### src/rtl/key_pkg.sv
`default_nettype none
// ============================================================================
// Module   : key_pkg
// Brief    : Shared FSM state type and default timing constants for the
//            push-button debounce/pulse stage.
// Revision : 1.0 - initial release
// ============================================================================
package key_pkg;

  typedef enum logic [1:0] {
    RELEASED     = 2'd0,
    PRESS_WAIT   = 2'd1,
    PRESSED      = 2'd2,
    RELEASE_WAIT = 2'd3
  } key_state_t;

  // 20 ms hold at 50 MHz; auto-repeat 500 ms first delay, then every 100 ms
  localparam int unsigned DEFAULT_DEBOUNCE_CYCLES = 1000000;
  localparam int unsigned DEFAULT_REPEAT_DELAY    = 25000000;
  localparam int unsigned DEFAULT_REPEAT_PERIOD   = 5000000;

endpackage
`default_nettype wire

### src/rtl/key_debounce_cell.sv
`default_nettype none
// ============================================================================
// Module   : key_debounce_cell
// Brief    : One key channel: 2-flop synchroniser, hold-time debounce FSM,
//            registered level/press/release. KEY_AUTOREPEAT_EN adds repeats.
// Revision : 1.0 - initial release
// ============================================================================
module key_debounce_cell
  import key_pkg::*;
#(
  parameter int unsigned DEBOUNCE_CYCLES = DEFAULT_DEBOUNCE_CYCLES,
  parameter int unsigned CNT_W           = $clog2(DEBOUNCE_CYCLES),
  parameter int unsigned REPEAT_DELAY    = DEFAULT_REPEAT_DELAY,
  parameter int unsigned REPEAT_PERIOD   = DEFAULT_REPEAT_PERIOD
) (
  input  logic clk,
  input  logic rst_n,
  input  logic key_n,
  output logic key_level,
  output logic key_press,
  output logic key_release
);

  localparam logic [CNT_W-1:0] c_cnt_max = CNT_W'(DEBOUNCE_CYCLES - 1);

  logic             r_sync1;
  logic             r_sync2;
  key_state_t       r_state;
  logic [CNT_W-1:0] r_cnt;
  logic             r_level;
  logic             r_press;
  logic             r_release;

  logic             w_s;
  key_state_t       w_state_nxt;
  logic [CNT_W-1:0] w_cnt_nxt;
  logic             w_level_nxt;
  logic             w_press_acc;
  logic             w_release_nxt;
  logic             w_rpt_fire;

  assign w_s = ~r_sync2;

  always_ff @(posedge clk or negedge rst_n) begin
    if (!rst_n) begin
      r_sync1   <= 1'b1;
      r_sync2   <= 1'b1;
      r_state   <= RELEASED;
      r_cnt     <= '0;
      r_level   <= 1'b0;
      r_press   <= 1'b0;
      r_release <= 1'b0;
    end else begin
      r_sync1   <= key_n;
      r_sync2   <= r_sync1;
      r_state   <= w_state_nxt;
      r_cnt     <= w_cnt_nxt;
      r_level   <= w_level_nxt;
      r_press   <= w_press_acc | w_rpt_fire;
      r_release <= w_release_nxt;
    end
  end

  // The counter is cleared on every state change, so it never passes c_cnt_max
  always_comb begin
    w_state_nxt   = r_state;
    w_cnt_nxt     = r_cnt;
    w_level_nxt   = r_level;
    w_press_acc   = 1'b0;
    w_release_nxt = 1'b0;
    case (r_state)
      RELEASED: begin
        if (w_s) begin
          w_state_nxt = PRESS_WAIT;
          w_cnt_nxt   = '0;
        end
      end
      PRESS_WAIT: begin
        if (!w_s) begin
          w_state_nxt = RELEASED;
          w_cnt_nxt   = '0;
        end else if (r_cnt == c_cnt_max) begin
          w_state_nxt = PRESSED;
          w_cnt_nxt   = '0;
          w_level_nxt = 1'b1;
          w_press_acc = 1'b1;
        end else begin
          w_cnt_nxt = r_cnt + 1'b1;
        end
      end
      PRESSED: begin
        if (!w_s) begin
          w_state_nxt = RELEASE_WAIT;
          w_cnt_nxt   = '0;
        end
      end
      RELEASE_WAIT: begin
        if (w_s) begin
          w_state_nxt = PRESSED;
          w_cnt_nxt   = '0;
        end else if (r_cnt == c_cnt_max) begin
          w_state_nxt   = RELEASED;
          w_cnt_nxt     = '0;
          w_level_nxt   = 1'b0;
          w_release_nxt = 1'b1;
        end else begin
          w_cnt_nxt = r_cnt + 1'b1;
        end
      end
      default: begin
        w_state_nxt = RELEASED;
        w_cnt_nxt   = '0;
      end
    endcase
  end

`ifdef KEY_AUTOREPEAT_EN
  localparam int unsigned RPT_MAX = (REPEAT_DELAY > REPEAT_PERIOD) ? REPEAT_DELAY : REPEAT_PERIOD;
  localparam int unsigned RPT_W   = $clog2(RPT_MAX);
  localparam logic [RPT_W-1:0] c_delay_max  = RPT_W'(REPEAT_DELAY - 1);
  localparam logic [RPT_W-1:0] c_period_max = RPT_W'(REPEAT_PERIOD - 1);

  logic [RPT_W-1:0] r_rpt;
  logic             r_armed;
  logic [RPT_W-1:0] w_rpt_nxt;
  logic             w_armed_nxt;

  always_ff @(posedge clk or negedge rst_n) begin
    if (!rst_n) begin
      r_rpt   <= '0;
      r_armed <= 1'b0;
    end else begin
      r_rpt   <= w_rpt_nxt;
      r_armed <= w_armed_nxt;
    end
  end

  // RELEASE_WAIT holds the count so a release bounce resumes the repeat timing
  always_comb begin
    w_rpt_nxt   = r_rpt;
    w_armed_nxt = r_armed;
    w_rpt_fire  = 1'b0;
    if (r_state == RELEASED || r_state == PRESS_WAIT) begin
      w_rpt_nxt   = '0;
      w_armed_nxt = 1'b0;
    end else if (r_state == PRESSED && w_s) begin
      if (r_rpt == (r_armed ? c_period_max : c_delay_max)) begin
        w_rpt_fire  = 1'b1;
        w_rpt_nxt   = '0;
        w_armed_nxt = 1'b1;
      end else begin
        w_rpt_nxt = r_rpt + 1'b1;
      end
    end
  end
`else
  logic w_unused_rpt;
  assign w_unused_rpt = ^{REPEAT_DELAY, REPEAT_PERIOD};
  assign w_rpt_fire   = 1'b0;
`endif

  assign key_level   = r_level;
  assign key_press   = r_press;
  assign key_release = r_release;

endmodule
`default_nettype wire

### src/rtl/key_debounce_pulse.sv
`default_nettype none
// ============================================================================
// Module   : key_debounce_pulse
// Brief    : NUM_KEYS independent debounce/pulse channels for active-low keys.
//            Optional auto-repeat via KEY_AUTOREPEAT_EN.
// Revision : 1.0 - initial release
// ============================================================================
module key_debounce_pulse
  import key_pkg::*;
#(
  parameter int unsigned NUM_KEYS        = 4,
  parameter int unsigned DEBOUNCE_CYCLES = DEFAULT_DEBOUNCE_CYCLES,
  parameter int unsigned REPEAT_DELAY    = DEFAULT_REPEAT_DELAY,
  parameter int unsigned REPEAT_PERIOD   = DEFAULT_REPEAT_PERIOD
) (
  input  logic                CLOCK_50,
  input  logic                reset_n,
  input  logic [NUM_KEYS-1:0] key_n,
  output logic [NUM_KEYS-1:0] key_level,
  output logic [NUM_KEYS-1:0] key_press,
  output logic [NUM_KEYS-1:0] key_release
);

  localparam int unsigned CNT_W = $clog2(DEBOUNCE_CYCLES);

  for (genvar gi = 0; gi < NUM_KEYS; gi++) begin : g_key
    key_debounce_cell #(
      .DEBOUNCE_CYCLES (DEBOUNCE_CYCLES),
      .CNT_W           (CNT_W),
      .REPEAT_DELAY    (REPEAT_DELAY),
      .REPEAT_PERIOD   (REPEAT_PERIOD)
    ) u_cell (
      .clk         (CLOCK_50),
      .rst_n       (reset_n),
      .key_n       (key_n[gi]),
      .key_level   (key_level[gi]),
      .key_press   (key_press[gi]),
      .key_release (key_release[gi])
    );
  end

endmodule
`default_nettype wire
### config.mk
export PLATFORM = sky130hd
export DESIGN_NAME = key_debounce_pulse
export DESIGN_NICKNAME = d
export VERILOG_FILES = /design/src/rtl/key_pkg.sv /design/src/rtl/key_debounce_cell.sv /design/src/rtl/key_debounce_pulse.sv
export SDC_FILE = /design/constraint.sdc
export NUM_CORES = 1
export LEC_CHECK = 0
export CORE_UTILIZATION = 55
export CTS_CLUSTER_DIAMETER = 120
export DETAILED_ROUTE_END_ITERATION = 12
export PLACE_DENSITY = 0.75
export SKIP_LAST_GASP = 1
export SYNTH_ARGS = -nofsm -noshare
export SYNTH_HDL_FRONTEND = slang
export SYNTH_HIERARCHICAL = 1
export SYNTH_SLANG_ARGS = --single-unit
### constraint.sdc
create_clock -name CLOCK_50 -period 1.8 [get_ports CLOCK_50]
set_input_delay 0.18 -clock CLOCK_50 [delete_from_list [all_inputs] [get_ports CLOCK_50]]
set_output_delay 0.18 -clock CLOCK_50 [all_outputs]
set_load 0.005 [all_outputs]
== Word-level counts from Yosys, hierarchy flattened ==
Index checks and enable logic that the tools add are counted.

* Div/mod/pow operators: 0
* Bitwise gates (word level): 0
* Muxes and demuxes: 92
* $add $sub $neg: 4
* Eq/ne operators: 48
* $mul: 0
* Shift operators: 0
* Reduce and logical (&&, ||, !) cells: 20
* Magnitude comparators: 0

{| class="wikitable"
|+ Operator list
! operator !! count
|-
| 20-bit 2-to-1 mux || 20
|-
| 20-bit one-hot mux with 4 select lines || 4
|-
| 20-bit by 1-bit adder with 20-bit output, second input constant || 4
|-
| 20-bit == test, second input constant || 4
|-
| 2-bit 2-to-1 mux || 24
|-
| 1-bit 2-to-1 mux || 36
|-
| 2-bit by 1-bit inequality test with 1-bit output, second input constant || 16
|-
| 2-bit one-hot mux with 4 select lines || 4
|-
| 5-bit AND reduction || 4
|-
| 2-bit == test, second input constant || 8
|-
| 2-bit inequality test, second input constant || 8
|-
| 4-bit AND reduction || 4
|-
| 3-bit by 1-bit inequality test with 1-bit output, second input constant || 4
|-
| 3-bit inequality test, second input constant || 4
|-
| 2-bit by 1-bit == test with 1-bit output, second input constant || 4
|-
| 2-bit logical NOT || 4
|-
| 1-bit one-hot mux with 2 select lines || 4
|-
| 2-bit AND reduction || 4
|-
| 2-bit nonzero test || 4
|}

* Bits in writable memories: 0
* Bits in read-only memories: 0
* Logic and storage cells: 192
* Latch bits: 0
* Memories kept: 0
* Bits in registers: 108
* Input bits: 6
* Output and inout port bits: 12

== Depth between registers and ports, before layout ==
Gate-level depths: netlist of run 1.

* Word-level depth: 4
* Gate-level depth with buffers: 7
* Mapped depth without buffers: 6

== Modules after synthesis ==
Netlist of run 1, hierarchy kept.

{| class="wikitable"
|+ Modules (own cells, without submodules)
! module !! instances !! area an instance (µm²) !! cells each
|-
| key_debounce_cell at g_key[0].u_cell ... || 3 || 1,442.6 || 145
|-
| key_debounce_cell at g_key[3].u_cell || 1 || 1,396.3 || 151
|}

== Worst setup path after synthesis of run 1 ==
Ideal clock, no wire load.

* Path type: register to register
* Start: register g_key[3].u_cell.r_cnt[0]
* End: register g_key[3].u_cell.r_level
* Buffers on the path: 0
* Setup time: 0.124 ns
* Arrival: 1.663 ns
* Path slack: 0.013 ns
* Period minus slack after synthesis: 1.787 ns
* Cell stages (with the launch flop): 7
* Cells stage by stage: dfrtp_1 > ha_1 > and3_1 > nand3_1 > or4_1 > o21ai_0 > a2bb2oi_1

* Longest elaborated chain between the ends: 3
* Elaborated cells on any way between the ends: 4
* Those cells by class: eq/ne: 3; reduce/logical: 1

{| class="wikitable"
|+ Ends and longest elaborated chain
! what !! RTL line !! RTL
|-
| from (decl) || key_debounce_cell.sv:29 || <nowiki>logic [CNT_W-1:0] r_cnt;</nowiki>
|-
| from (signal assigned) || key_debounce_cell.sv:57 || <nowiki>r_cnt <= w_cnt_nxt;</nowiki>
|-
| 20-bit == test (*) || key_debounce_cell.sv:82, key_debounce_cell.sv:101 ||
|-
| 2-bit by 1-bit inequality test with 1-bit output (no source line) || -- ||
|-
| 5-bit AND reduction (no source line) (*) || -- ||
|-
| to (signal assigned) || key_debounce_cell.sv:58 || <nowiki>r_level <= w_level_nxt;</nowiki>
|-
| to (decl) || key_debounce_cell.sv:30 || <nowiki>logic r_level;</nowiki>
|}

Every way passes the cells marked *; elsewhere a longest branch is shown, timed or not.
A chain may end at the register's enable or synchronous reset.

== Final worst setup path of run 1 ==
* Start: register g_key[1].u_cell.r_cnt[1]
* End: register g_key[1].u_cell.r_cnt[6]

* Longest elaborated chain between the ends: 4
* Elaborated cells on any way between the ends: 6
* Those cells by class: add/sub: 1; eq/ne: 1; mux: 4

{| class="wikitable"
|+ Ends and longest elaborated chain
! what !! RTL line !! RTL
|-
| from (decl) || key_debounce_cell.sv:29 ||
|-
| from (signal assigned) || key_debounce_cell.sv:57 ||
|-
| 20-bit by 1-bit adder with 20-bit output or 20-bit == test (tied branches) || -- ||
|-
| 20-bit 2-to-1 mux (*) || key_debounce_cell.sv:82, key_debounce_cell.sv:101 ||
|-
| 20-bit 2-to-1 mux (on tied branches) || key_debounce_cell.sv:98, key_debounce_cell.sv:79 ||
|-
| 20-bit one-hot mux with 4 select lines (*) || key_debounce_cell.sv:71 || <nowiki>case (r_state)</nowiki>
|}

Marks and branches as above.

==> reports/qor.yml, run 1 <==
cts_tree: "yes"
cp_cell_sequence: "ha_4, nand4_4, nor4_4, a21oi_4, buf_6, a31oi_1, a31oi_1"
fin_tns_setup_ns: -0.194
setup_viol: 12
hold_depth: 1
drv_slew: 0
portBuffers: 17
yosysWarnings: 6
htreeDepth: 3
cts_buffers: 9
rows: 36
r2r_cells: 7
crit_fanout: 8
setup.worst_path.end_class: "flip-flop"
ys_ff_latch: 108
core_area_um2: 9910
required_ns: 2.02
worst-path-stages: 7
synthToLayoutAreaGrowth_pct: 31.5
start_util: 0.578
synth_top_area_frac: 0.437
dr.pass1.iters: 5
worstSetupPathType: "reg -> reg"
synth_area_leader_cell: "dfrtp_1"
critical_path.top_delay_family: "simple AND/OR/NAND/NOR gates"
numClockSinks: 108
min_period_ns: 1.85
violations: "setup timing"
slowest_delay_ns: 0.41
die_w_um: 104
syn_area_um2: 5720
wl_per_cell_um: 17.1
synth_area_leaders: "dfrtp_1, a31oi_1, a21oi_1"
grt_setup_unrepaired: "yes"
gr-total-overflow: 0
post-route-util: 0.759
grt_antenna_before_repair: 0
vias: 5382
ys_types: 50
hpwl_um: 9260
ir_drop_uv: 498
p_leak_nw: 3.33
fin_nets: 745
outcome: "finished with violations"
async_flop_share: 1.00
clock_path_buffers: 2
layout_setup_ws_ns: -0.0472
synth-edff-count: 0
avgSynthCellArea_um2: 9.77
yosysMostFrequentCell: "dfrtp_1"
clock_latency_ns: 0.36
cp-start-kind: "flip-flop"
ys_seq_area_frac: 0.474
fin_skew_ns: 0.0149
cp.arrival_ns: 2.07
drc: 0
grt_start_max_net_pins: 49
gp_congestion: 0.864
syn-instance-count: 586
hold_viol: 0
die_y_um: 104
place_inst: 827
clockRootBuffer: "clkbuf_8"
critPathMostFrequentCell: "a31oi_1"
gr-usage-all-layers: 0.263
clkTransAtPathRegs_ns: 0.10
fmax_ghz: 0.541
min_path_type: "in -> reg"
grt_pass1_vias: 5214
finalPower_mw: 7.97
cap_viol_max_count: 0
antenna_cells: 0
crit_buf_inv: 1
io_pins: 18
pre_cts_slack_ns: -0.157
die_area_um2: 10800
synth_nets: 596
layout-drive-gt1-share: 0.314
synth_commonest_cells: "dfrtp_1, nand2_1, a31oi_1, a21oi_1, nor2_1"
slew_headroom: 0.705
p_per_area_nw_per_um2: 1060
viasPerCell: 6.16
grt_pass1_wl_um: 23500
yosys_most_used_dff: "dfrtp_1"
max_slew.worst_pin.slew_ns: 0.443
final_cell_count_no_fill: 873
ant_nets: 0
drt_wl_total_um: 14900
cpMaxStageDelayCell: "nor4_4"
drt-initial-drc-count: 325
timing.final.crit_share: 1.03
[power by group]
part | total [mW] | switching, mW | internal [mW]
clock network | 1.80 | 0.796 | 1.00
logic | 3.35 | 1.88 | 1.47
registers | 2.82 | 0.203 | 2.62
[cells by family after synthesis]
family | count (synthesis) | synth area share
adders and majority gates | 4 | 0.00874
AOI/OAI and AO/OA | 150 | 0.167
DFF | 108 | 0.474
buffers and inverters | 49 | 0.0450
and+or+nand+nor | 234 | 0.237
xor gates and xnor gates | 19 | 0.0291
muxes | 22 | 0.0393
[flip-flops by register name, summed over array words and instances, names as in the netlist, named ones only]
signal                    count
g_key.u_cell/r_sync2          4
g_key.u_cell/r_sync1          4
g_key.u_cell/r_cnt           80
g_key.u_cell/r_state          4
g_key.u_cell/key_press        4
g_key.u_cell/key_release      4
g_key.u_cell/key_level        4
[cells in the final DEF, fill, tap and decap left out, drive strengths merged, types with 8 or more instances in the layout]
master,synthesis,routed
nor4,14,14
dfstp,8,8
mux2i,18,18
clkdlybuf4s50,0,16
nand3,38,38
xnor2,13,13
dfrtp,100,100
and3,18,18
or2b,9,9
nand2,58,58
a22o,12,12
buf,14,140
o21ai,27,27
a21oi,47,53
clkbuf,11,12
nand4,26,26
nor2,37,37
inv,24,24
nor3,11,11
a31oi,45,45
[what timing repair did]
action / in CTS / in global routing
setup buffers: 4 / 19
setup endpoints to repair: 65 / 67
gates cloned: 4 / 2
pin swaps: 7 / 27
resized for setup: 10 / 48
endpoints found under the hold margin: 28 / 0
hold buffers: 1 / 0
[metrics by stage]
| stage | hold WS, ns | cell area, um2 |
|---|---|---|
| floorplan | -0.116 | 5720 |
| global placement | 0.146 | 6800 |
| detailed placement | 0.153 | 6800 |
| CTS | 0.204 | 7160 |
| global route | 0.201 | 7530 |
| finish | 0.222 | 7530 |
[per-layer routing]
| metal | GRT usage | up-vias | routed length [um] |
|---|---|---|---|
| li1 | - | 2479 | - |
| met1 | 0.340 | 2630 | 6190 |
| met2 | 0.442 | 233 | 7480 |
| met3 | 0.0464 | 40 | 943 |
| met4 | 0.0949 | 0 | 327 |
| met5 | 0 | - | 0 |
[layout make-up]
cell class	instances	area [um2]
Clock buffer	12	155
Clock inverter	4	95.1
Fill cell	634	2380
Inverter	24	90.1
Multi-Input combinational cell	435	3010
Sequential cell	108	2710
Tap cell	133	166
Timing Repair Buffer	157	1290
[final timing paths]
kind | start | endpoint | slack, ns
setup / recovery | g_key[1].u_cell/r_cnt[1]$_DFFE_PN0P_ | g_key[1].u_cell/r_cnt[6]$_DFFE_PN0P_ | -0.05
hold / removal | key_n[0] | g_key[0].u_cell/r_sync1$_DFF_PN1_ | 0.22
min in group asynchronous | reset_n | g_key[2].u_cell/r_cnt[11]$_DFFE_PN0P_ | 0.30
max in group asynchronous | reset_n | g_key[0].u_cell/r_sync2$_DFF_PN1_ | 0.84
setup reg to reg | g_key[1].u_cell/r_cnt[1]$_DFFE_PN0P_ | g_key[1].u_cell/r_cnt[6]$_DFFE_PN0P_ | -0.05
hold reg to reg | g_key[3].u_cell/r_sync1$_DFF_PN1_ | g_key[3].u_cell/r_sync2$_DFF_PN1_ | 0.34
(Power assumes the default switching activity.)
==> inputs of run 2 (changes only) <==
--- a/config.mk
+++ b/config.mk
@@ -6,6 +6,7 @@
 export NUM_CORES = 1
 export LEC_CHECK = 0
 export CORE_UTILIZATION = 55
+export CTS_BUF_LIST = sky130_fd_sc_hd__clkbuf_16
 export CTS_CLUSTER_DIAMETER = 120
 export DETAILED_ROUTE_END_ITERATION = 12
 export PLACE_DENSITY = 0.75
==> constraint.sdc (replaced) <==
create_clock -name CLOCK_50 -period 1.8 [get_ports CLOCK_50]
set_input_delay 0.36 -clock CLOCK_50 [delete_from_list [all_inputs] [get_ports CLOCK_50]]
set_output_delay 0.36 -clock CLOCK_50 [all_outputs]
set_load 0.005 [all_outputs]
==> run 2 against run 1 <==
The run still ends with setup timing left. Core utilization grew 0.97 points. Maximum frequency is essentially flat. Combinational power grew 3%. Clock skew shrank 0.0065 ns. First-iteration DRC count grew 3.7%. Die area is the same. Non-clock buffer count shrank 18.
==> reports/qor.yml, run 2 (synthesized netlist as in run 1, its figures left out) <==
core_area_um2: 9910
final_common_cell: "buf_4"
fin_tns_setup_ns: -0.0917
numClockSinks: 108
clock_latency_ns: 0.36
drv_slew: 0
grt_pass1_vias: 4950
p_leak_nw: 3.28
min_period_ns: 1.85
pre_cts_slack_ns: -0.0800
crit_fanout: 6
gp_congestion: 0.870
p_per_area_nw_per_um2: 1120
drc: 0
synthToLayoutAreaGrowth_pct: 33.2
grt_antenna_before_repair: 0
min_path_type: "reg -> reg"
cp.arrival_ns: 2.07
dr.pass1.iters: 5
io_pins: 18
cp-start-kind: "flip-flop"
wl_per_cell_um: 17.2
cts_tree: "yes"
viasPerCell: 6.24
portBuffers: 17
rows: 36
vias: 5348
largest_register_ffs: 80
grt_start_max_net_pins: 53
grt_pass1_wl_um: 22700
clock_path_buffers: 2
cap_viol_max_count: 0
slew_headroom: 0.719
start_util: 0.578
die_y_um: 104
hpwl_um: 9030
ir_drop_uv: 874
ant_nets: 0
gr-usage-all-layers: 0.259
setup.worst_path.end_class: "flip-flop"
layout_setup_ws_ns: -0.0475
setup_viol: 6
required_ns: 2.02
htreeDepth: 3
clockRootBuffer: "clkbuf_16"
die_w_um: 104
outcome: "finished with violations"
drt_wl_total_um: 14700
fin_nets: 729
cts_buffers: 9
layout-drive-gt1-share: 0.316
max_slew.worst_pin.slew_ns: 0.420
violations: "setup timing"
timing.final.crit_share: 1.03
worstSetupPathType: "reg -> reg"
grt_setup_unrepaired: "yes"
clkTransAtPathRegs_ns: 0.07
hold_viol: 0
fillCellCount: 612
largest_register: "g_key.u_cell/r_cnt"
final_cell_mix: "buf_4, dfrtp_1, nand2_1, a31oi_1, nor2_1"
die_area_um2: 10800
antenna_cells: 0
fin_skew_ns: 0.00839
gr-total-overflow: 0
drt-initial-drc-count: 337
fmax_ghz: 0.541
-- run 2: layout make-up --
class                   count  area (um2)  share of cell area
clock buffers               9         225              0.0295
flip-flops and latches    108        2720               0.356
clock inverters             7         114              0.0149
multi-input cells         437        3140               0.411
inverters                  24        90.1              0.0118
well taps                 133         166              0.0218
repair buffers            139        1180               0.154
-- run 2: path summary, 6_finish.rpt --
path / startpoint / to / slack (ns) / cells after the start
hold reg to reg: g_key[2].u_cell/r_sync1$_DFF_PN1_ / g_key[2].u_cell/r_sync2$_DFF_PN1_ / 0.36 / 0
setup reg to reg: g_key[1].u_cell/r_cnt[1]$_DFFE_PN0P_ / g_key[1].u_cell/r_cnt[2]$_DFFE_PN0P_ / -0.05 / 7
max in group asynchronous: reset_n / g_key[0].u_cell/r_sync2$_DFF_PN1_ / 0.69 / 3
min in group asynchronous: reset_n / g_key[1].u_cell/key_press$_DFF_PN0_ / 0.47 / 2
setup / recovery: g_key[1].u_cell/r_cnt[1]$_DFFE_PN0P_ / g_key[1].u_cell/r_cnt[2]$_DFFE_PN0P_ / -0.05 / 7
hold / removal: g_key[2].u_cell/r_sync1$_DFF_PN1_ / g_key[2].u_cell/r_sync2$_DFF_PN1_ / 0.36 / 0
-- run 2: stage by stage --
step           hold WS, ns  cells   util  instance area [um2]  power (mW)
6_report             0.357    857  0.769                 7620        8.53
2_1_floorplan       0.0644    586      -                 5720        4.55
4_1_cts              0.359    839  0.720                 7130        7.86
3_5_place_dp         0.295    819  0.680                 6740        5.52
3_3_place_gp         0.293    819  0.680                 6740        5.38
5_1_grt              0.361    857  0.769                 7620        8.97
-- run 2: report_power, final --
| group | leakage, nW | switching (mW) | internal [mW] |
|---|---|---|---|
| combinational | 1.66 | 1.94 | 1.51 |
| clock | 0.161 | 0.895 | 1.36 |
| sequential | 1.46 | 0.206 | 2.62 |
-- run 2: repair_timing --
item,in CTS,in global routing
gates cloned,3,6
hold buffers,1,0
endpoints found under the hold margin,19,0
setup endpoints to repair,51,65
pin swaps,6,23
buffers inserted,0,12
gates resized for setup,5,78
-- run 2: metal layers --
layer	wire, um	part of all wire	up-vias	global-route usage
met4	388	0.026	0	0.106
met2	7330	0.50	212	0.423
met1	6200	0.42	2626	0.332
li1	-	-	2464	-
met5	0	0	-	0
met3	806	0.055	46	0.0614
-- run 2: critical path, stage by stage, from the launching register on --
cell and delay [ns]:
dfrtp_1 0.41, ha_4 0.18, nand4_4 0.09, nor4_4 0.43
buf_4 0.21, a21oi_2 0.11, a21oi_1 0.23, a31oi_1 0.06
